## config.mk

```make
export PLATFORM = sky130hd
export DESIGN_NAME = data_mem_lsu
export DESIGN_NICKNAME = d
export VERILOG_FILES = /design/src/rtl/data_mem_lsu.sv
export SDC_FILE = /design/constraint.sdc
export NUM_CORES = 1
export LEC_CHECK = 0
export BUFFER_PORTS_ARGS = -buffer_cell sky130_fd_sc_hd__buf_2
export CAP_MARGIN = 20
export CORE_MARGIN = 1
export CORE_UTILIZATION = 23
export CTS_BUF_LIST = sky130_fd_sc_hd__clkbuf_8 sky130_fd_sc_hd__clkbuf_16
export DETAILED_ROUTE_END_ITERATION = 10
export GPL_TIMING_DRIVEN = 1
export PLACE_DENSITY = 0.52
export SYNTH_ARGS = -nofsm -noshare
export SYNTH_HDL_FRONTEND = slang
export SYNTH_SLANG_ARGS = --single-unit
export TNS_END_PERCENT = 50
```

## constraint.sdc

```tcl
create_clock -name clk -period 2.62 [get_ports clk]
set_input_delay 0.131 -clock clk [delete_from_list [all_inputs] [get_ports clk]]
set_output_delay 0.131 -clock clk [all_outputs]
set_load 0.01 [all_outputs]
```

## src/rtl/data_mem_lsu.sv

```systemverilog
// data_mem_lsu: load/store unit between the CPU data port and a byte-enabled
// data BRAM. Accepts one request per handshake, positions store data on byte
// lanes, splits misaligned word/half accesses into two word-aligned beats,
// reassembles and extends load data, and returns one registered response.
// Optional build macro: LSU_MISALIGN_TRAP_EN -- when defined, split-class
// requests are not issued to memory and instead return rsp_err_o=1.
module data_mem_lsu #(
  parameter int MEM_LATENCY = 1  // BRAM read latency, 1 or 2
) (
  input  logic        clk,
  input  logic        reset,
  input  logic        req_valid_i,
  output logic        req_ready_o,
  input  logic        req_we_i,
  input  logic [1:0]  req_size_i,
  input  logic        req_unsigned_i,
  input  logic [31:0] req_addr_i,
  input  logic [31:0] req_wdata_i,
  output logic        rsp_valid_o,
  output logic [31:0] rsp_rdata_o,
  output logic        rsp_err_o,
  output logic [31:0] mem_addr_o,
  output logic [3:0]  mem_we_o,
  output logic [31:0] mem_wdata_o,
  input  logic [31:0] mem_rdata_i
);

`ifdef LSU_MISALIGN_TRAP_EN
  localparam bit TrapEn = 1'b1;
`else
  localparam bit TrapEn = 1'b0;
`endif

  // Cycle index (relative to ACC0) at which beat-0 read data is on mem_rdata_i.
  localparam logic [1:0] LatCyc = 2'(MEM_LATENCY);

  typedef enum logic [2:0] {S_IDLE, S_ACC0, S_ACC1, S_WAIT, S_RESP} state_e;

  state_e      state_q;
  logic        we_q, uns_q, split_q;
  logic [1:0]  size_q, cyc_q;
  logic [31:0] addr_q, wdata_q, beat0_q;
  logic [31:0] mem_addr_q, mem_wdata_q, rsp_rdata_q;
  logic [3:0]  mem_we_q;
  logic        rsp_valid_q;
`ifdef LSU_MISALIGN_TRAP_EN
  logic        rsp_err_q;
`endif

  // Request fields: live inputs while accepting in IDLE, latched copy afterwards.
  logic [1:0]  sel_size, sel_k;
  logic [31:0] sel_wdata;
  logic [3:0]  lane_mask;
  logic [7:0]  we8_d;
  logic [63:0] wide_d, combined;
  logic [31:0] beat0_wdata_d, aligned, rdata_d;
  logic [1:0]  last_cyc;
  logic        split_d;

  // Lane decode for stores and reassembly/extension for loads.
  always_comb begin
    // NOTE: every always_comb output gets a default first so no path leaves it unassigned (which would infer a latch).
    sel_size  = (state_q == S_IDLE) ? req_size_i       : size_q;
    sel_k     = (state_q == S_IDLE) ? req_addr_i[1:0]  : addr_q[1:0];
    sel_wdata = (state_q == S_IDLE) ? req_wdata_i      : wdata_q;

    // Reserved size 11 behaves as a word.
    case (sel_size)
      2'b00:   lane_mask = 4'b0001;
      2'b01:   lane_mask = 4'b0011;
      default: lane_mask = 4'b1111;
    endcase
    // Low nibble is beat 0's enables, high nibble spills into beat 1.
    we8_d   = {4'b0000, lane_mask} << sel_k;
    wide_d  = {32'h0, sel_wdata} << {sel_k, 3'b000};
    split_d = (sel_size[1] && sel_k != 2'd0) || (sel_size == 2'b01 && sel_k == 2'd3);

    beat0_wdata_d = wide_d[31:0];
    if (sel_size == 2'b00)                 beat0_wdata_d = {4{sel_wdata[7:0]}};
    else if (sel_size == 2'b01 && !split_d) beat0_wdata_d = {2{sel_wdata[15:0]}};

    // For a split load the current read data is beat 1; otherwise it is beat 0.
    combined = split_q ? {mem_rdata_i, beat0_q} : {32'h0, mem_rdata_i};
    aligned  = combined[{addr_q[1:0], 3'b000} +: 32];
    case (size_q)
      2'b00:   rdata_d = uns_q ? {24'h0, aligned[7:0]}  : {{24{aligned[7]}}, aligned[7:0]};
      2'b01:   rdata_d = uns_q ? {16'h0, aligned[15:0]} : {{16{aligned[15]}}, aligned[15:0]};
      default: rdata_d = aligned;
    endcase

    last_cyc = split_q ? LatCyc + 2'd1 : LatCyc;
  end

  // Control FSM with registered memory-side and response-side outputs.
  always_ff @(posedge clk) begin
    if (reset) begin
      state_q     <= S_IDLE;
      we_q        <= 1'b0;
      uns_q       <= 1'b0;
      split_q     <= 1'b0;
      size_q      <= 2'b00;
      cyc_q       <= 2'd0;
      addr_q      <= 32'h0;
      wdata_q     <= 32'h0;
      beat0_q     <= 32'h0;
      mem_addr_q  <= 32'h0;
      mem_wdata_q <= 32'h0;
      mem_we_q    <= 4'b0000;
      rsp_valid_q <= 1'b0;
      rsp_rdata_q <= 32'h0;
`ifdef LSU_MISALIGN_TRAP_EN
      rsp_err_q   <= 1'b0;
`endif
    end else begin
      // NOTE: sequential state uses non-blocking assignments so every register samples pre-edge values.
      mem_we_q    <= 4'b0000;
      rsp_valid_q <= 1'b0;
      cyc_q       <= cyc_q + 2'd1;
      if ((state_q == S_ACC1 || state_q == S_WAIT) && cyc_q == LatCyc)
        beat0_q <= mem_rdata_i;

      case (state_q)
        S_IDLE: begin
          if (req_valid_i) begin
            we_q    <= req_we_i;
            uns_q   <= req_unsigned_i;
            size_q  <= req_size_i;
            addr_q  <= req_addr_i;
            wdata_q <= req_wdata_i;
            split_q <= split_d;
            cyc_q   <= 2'd0;
            if (!(TrapEn && split_d)) begin
              mem_addr_q  <= {req_addr_i[31:2], 2'b00};
              mem_we_q    <= req_we_i ? we8_d[3:0] : 4'b0000;
              mem_wdata_q <= beat0_wdata_d;
            end
            state_q <= S_ACC0;
          end
        end
        S_ACC0: begin
          if (TrapEn && split_q) begin
            rsp_valid_q <= 1'b1;
            rsp_rdata_q <= 32'h0;
`ifdef LSU_MISALIGN_TRAP_EN
            rsp_err_q   <= 1'b1;
`endif
            state_q     <= S_RESP;
          end else if (split_q) begin
            mem_addr_q  <= mem_addr_q + 32'd4;
            mem_we_q    <= we_q ? we8_d[7:4] : 4'b0000;
            mem_wdata_q <= wide_d[63:32];
            state_q     <= S_ACC1;
          end else if (we_q) begin
            rsp_valid_q <= 1'b1;
            rsp_rdata_q <= 32'h0;
            state_q     <= S_RESP;
          end else begin
            state_q <= S_WAIT;
          end
        end
        S_ACC1: begin
          if (we_q) begin
            rsp_valid_q <= 1'b1;
            rsp_rdata_q <= 32'h0;
            state_q     <= S_RESP;
          end else begin
            state_q <= S_WAIT;
          end
        end
        S_WAIT: begin
          if (cyc_q == last_cyc) begin
            rsp_valid_q <= 1'b1;
            rsp_rdata_q <= rdata_d;
            state_q     <= S_RESP;
          end
        end
        S_RESP: begin
`ifdef LSU_MISALIGN_TRAP_EN
          rsp_err_q <= 1'b0;
`endif
          state_q <= S_IDLE;
        end
        default: state_q <= S_IDLE;
      endcase
    end
  end

  // Every output reads 0 while reset is high; this also blocks writes during reset.
  assign req_ready_o = (state_q == S_IDLE) && !reset;
  assign rsp_valid_o = rsp_valid_q && !reset;
  assign rsp_rdata_o = reset ? 32'h0 : rsp_rdata_q;
  assign mem_addr_o  = reset ? 32'h0 : mem_addr_q;
  assign mem_we_o    = mem_we_q & {4{~reset}};
  assign mem_wdata_o = reset ? 32'h0 : mem_wdata_q;
`ifdef LSU_MISALIGN_TRAP_EN
  assign rsp_err_o   = rsp_err_q && !reset;
`else
  assign rsp_err_o   = 1'b0;
`endif

endmodule

```

## Yosys cells after proc, flatten, opt, wreduce, memory -nomap -nowiden

Index checks and enable logic that the tools add are counted.

| cells by class | value |
|---|---|
| $add $sub $neg | 2 |
| equal/unequal tests | 12 |
| shift-type cells | 3 |
| muxes and demuxes | 40 |
| bitwise operators | 2 |
| reduce and logical (&&, ||, !) cells | 20 |

Operators with widths:

| operator | number |
|---|---|
| 32-bit two-way mux | 15 |
| 32-bit one-hot mux with 2 select lines | 3 |
| 32-bit one-hot mux with 3 select lines | 1 |
| 64-bit two-way mux | 1 |
| 64-bit by 6-bit variable part select with 32-bit output | 1 |
| 32-bit by 5-bit left shift with 64-bit output | 1 |
| 32-bit by 3-bit adder with 32-bit output, second input constant | 1 |
| 4-bit two-way mux | 4 |
| 4-bit one-hot mux with 2 select lines | 2 |
| 3-bit two-way mux | 4 |
| 3-bit one-hot mux with 4 select lines | 1 |
| 2-bit two-way mux | 5 |
| 4-bit by 2-bit left shift with 8-bit output | 1 |
| 2-bit by 1-bit equality test with 1-bit output, second input constant | 3 |
| 3-bit by 2-bit equality test with 1-bit output, second input constant | 2 |
| 1-bit logical AND | 6 |
| 2-bit inequality test, second input constant | 3 |
| 3-bit AND reduction | 2 |
| 4-bit bitwise AND | 1 |
| 2-bit zero test | 2 |
| 2-bit AND reduction | 2 |
| 2-bit nonzero test | 2 |
| 3-bit by 1-bit equality test with 1-bit output, second input constant | 1 |
| 3-bit zero test | 1 |
| other kinds (10) | 14 |

| storage, ports and cells | value |
|---|---|
| register bits | 177 |
| logic and storage cells | 93 |

## Depth between registers and ports, before layout

| logic depth | value |
|---|---|
| depth in word-level cells | 11 |
| gate-level depth with buffers | 9 |
| mapped depth without buffers | 6 |

## Worst setup path before layout

No wires, ideal clock.

| timing path | value |
|---|---|
| path type | reg2reg |
| start | register state_q[1] |
| end | register mem_wdata_q[1] |
| library setup time | 0.129 ns |
| arrival time | 1.945 ns |
| data required time | 2.491 ns |
| setup slack | 0.546 ns |
| stages on the path, launching flop included | 9 |
| path buffers | 3 |
| clock period less this slack | 2.074 ns |
| path through | dfxtp_1 > buf_6 > nor3_2 > buf_6 > mux2i_2 > buf_2 > mux2_1 > a22oi_1 > o211ai_1 |

| between the ends | value |
|---|---|
| cells in the longest elaborated chain, start to end | 11 |

RTL lines:

| item | RTL line | source |
|---|---|---|
| start, declared | 39 | `state_e state_q;` |
| start signal, assigned | 97 | `state_q <= S_IDLE;` |
| start signal, assigned | 137 | `state_q <= S_ACC0;` |
| start signal, assigned | 147 | `state_q <= S_RESP;` |
| branches (longest 11 deep; another with 32-bit by 5-bit left shift with 64-bit output) | n/a |  |
| end signal, assigned | 135 | `mem_wdata_q <= beat0_wdata_d;` |
| end signal, assigned | 151 | `mem_wdata_q <= wide_d[63:32];` |
| end, declared | 43 | `logic [31:0] mem_addr_q, mem_wdata_q, rsp_rdata_q;` |

Parallel ways; which one is timed is not known. The select of a mux whose other input is x is not followed.
A chain may end at the register's enable or synchronous reset.

## Final worst setup path

| timing path | value |
|---|---|
| start | register state_q[0] |
| end | register mem_wdata_q[24] |

Same word-level chain as after synthesis.

==> run metrics <==
outcome=completed; Pint=approximately 7000 uW; DP HPWL=28,720 um; CP endpoint kind=register; layout cells sized above 1=around 22%; Post-Syn Instances=about 1,400; fin crit share=90.58%; switching part of the total=41.89%; TritonCTS clock tree=built; RD Place Congestion=0.8760; final cell count without fillers=2,216; Critical Path Fanout Max=17; Final Slew Violations=0; Die Height=215.2 um; Num Clock Sinks=175; Critical Path AT=2710 ps; buffers and inverters on the worst path=2; Power Total=approximately 12,000 uW; vias in the first global route=10,442; initial DRC count=837; HP Class=in -> reg; port bufs=about 200; vias per cell=4.897; largest net degree at the start of global routing=65; crit-path leading delay family=buffers and inverters; clock latency on the worst-skew pair=470 ps; Worst EP required=2960 ps; Slew HR=58.25%; Clk pin slew, worst setup/hold paths=80 ps; post-CTS sizing=0; row count=between 70 and 80; global-route wire length before repair=62,040 um; Starting Density=a little under a quarter; Total Die Area=around 46,000 um2; largest incremental delay on the critical path=470 ps; ys flop type=dfxtp_1; clk buf depth=2; Async SR Flop Fraction=0%; TritonCTS Buffers=17; leakage=about 0.0054 uW; fin area=13,590 um2; PwrDens=890.3 nW/um2; clock period minus worst slack=about 2400 ps; achievable frequency=roughly 420 MHz; post-synthesis sequential area ratio=around a third; Post-synth EDFFs=0; Seq cells post-synth=175; global route overflow=0; Via Count=10,852; Max Cap Viol=0; DR pass1 iterations=5; area leader, netlist=dfxtp_1; placed instance area=between 10,000 and 15,000 um2; Die Wd=215.2 um; Ys Warns=0; antenna viol nets, final=0; CP cell instances=nor3_4 -> buf_4 -> buf_4 -> mux2i_1 -> o2111ai_1 -> a21oi_1 -> o22ai_1; Crit-path slowest cell=mux2i_1; post-synth cell types=77; core area=44,510 um2; gr usage total=about 17%; clock network fraction of design power=23.5%; Reg power frac=31.3%; syn avg cell area=roughly 7.6 um2; worst vdd ir=~0.53 mV; initial antenna violation count=6; share of the synthesized area in the top cell type=33.50%; final-report hold violation count=0; RSZ-0062 raised after global routing=false; H-tree depth=4; setup tns final=0 ps; CP startpoint kind=register; kind of critical path=reg -> reg; Post-Syn Area=10,460 um2; # DRC=0; Root Buffer Master=clkbuf_16; Placed Cells incl. Taps=2,096; worst-margin pin slew=625.0 ps; sw power=5070 uW; Combinational Power Share=around 45%; final WL=between 30,000 and 40,000 um; WL per Instance=18.02 um; I/O Pins=206; Synth area leaders=dfxtp_1, nand2_1, a21oi_1; Syn-to-layout area delta=30.01%; Nets=1,711; Clock Skew=roughly 12 ps; CP dominant cell by count=buf_4; setup violators final=0
-- final cells by class --
type / count / area [um2]
fill: 4833 / 30920
multi-input combinational: 1072 / 6409
timing repair buffer: 332 / 2263
tap: 592 / 740.7
inverter: 8 / 30.03
sequential: 175 / 3508
antenna: 5 / 12.51
clock buffer: 17 / 425.4
clock inverter: 15 / 205.2
-- final timing paths --
path	from	endpoint	slack [ps]	cells after the start
max	state_q[0]	mem_wdata_q[24]	250	7
min reg2reg	beat0_q[4]	beat0_q[4]	450	2
max reg2reg	state_q[0]	mem_wdata_q[24]	250	7
min	req_addr_i[9]	mem_addr_q[9]	30	4
-- sequential cells by signal (all words and copies together) (netlist names), 2 cells and up --
name and count:
mem_wdata_q 32, wdata_q 32, state_q 3, beat0_q 32
mem_we_q 4, rsp_rdata_q 32, cyc_q 2, addr_q 2
mem_addr_q 30, size_q 2
-- Yosys cell counts, drive strengths merged (3+ instances only) --
master	n
nand3b	6
inv	6
o32ai	3
nor4	15
o21bai	3
nor3	20
a211oi	11
mux2	50
a221o	7
o211ai	9
buf	56
a22oi	19
and4	6
a221oi	10
o21ai	64
nand4	19
a21oi	145
a211o	5
o31a	3
dfxtp	175
nand2	294
and2	6
a21o	3
mux2i	70
o22ai	4
a31oi	11
nand2b	3
nor2	77
a31o	3
clkbuf	64
a311oi	13
or4	8
and3	7
o211a	7
nand3	21
or3	13
nor2b	102
o31ai	3
nor3b	3
-- what timing repair did --
item | in CTS | in global routing
buffers inserted | 0 | 0
hold buffers | 83 | 0
endpoints found under the hold margin | 85 | 0
-- through the flow --
stage / utilization (%) / setup slack [ps] / hold WS [ps]
final: 30.54 / 246.7 / 30.64
after detailed placement: 27.23 / 309.6 / 379.2
after floorplan: - / 546.5 / 267.0
after global placement: 27.23 / 375.9 / 375.6
after CTS: 30.51 / 297.5 / 0.6515
after global routing: 30.53 / 122.4 / 35.19
-- per-layer routing --
layer	up-vias	GRT usage, %	wire [um]
met5	-	0	30
met4	4	6.312	1008
met3	57	3.680	2436
met2	355	27.67	18350
met1	5116	22.23	18110
li1	5320	-	-
-- cell families (layout without fill, tap and decap cells) --
family	after synthesis	after routing	share of synthesized area [%]
compound gates	338	338	20.43
xor+xnor	1	1	0.08378
fa+ha+maj	2	2	0.2393
buf+inv	128	372	5.528
flops	175	175	33.50
mux	120	120	12.19
other cells	1	8	0.03586
simple gates	608	608	27.99
-- tightest hold or removal path, delay by kind of cell --
family / cells / cell delay [ps]
AOI/OAI and AO/OA: 2 / 210
buffers and inverters: 1 / 80
and+or+nand+nor: 1 / 50
-- power groups by stage --
stage	combinational (uW)	sequential [uW]	clock [uW]
2_1_floorplan	3900	3560	0
3_3_place_gp	5310	3830	0
3_5_place_dp	5360	3840	0
4_1_cts	5480	3780	2930
5_1_grt	5980	3870	3030
6_report	5470	3780	2850
-- cell usage in the layout, fill, tap and decap left out, types with 19 or more instances in the layout --
master and count:
o21ai_0 63, nand2_1 294, nor2_1 74, nor2b_1 102, mux2_2 47, mux2i_1 69
a22oi_1 19, buf_4 42, dlygate4sd3_1 83, a21oi_1 145, nand3_1 21, buf_2 201
nand4_1 19, dfxtp_1 173
Note: power is estimated with default switching activity, not from simulation.
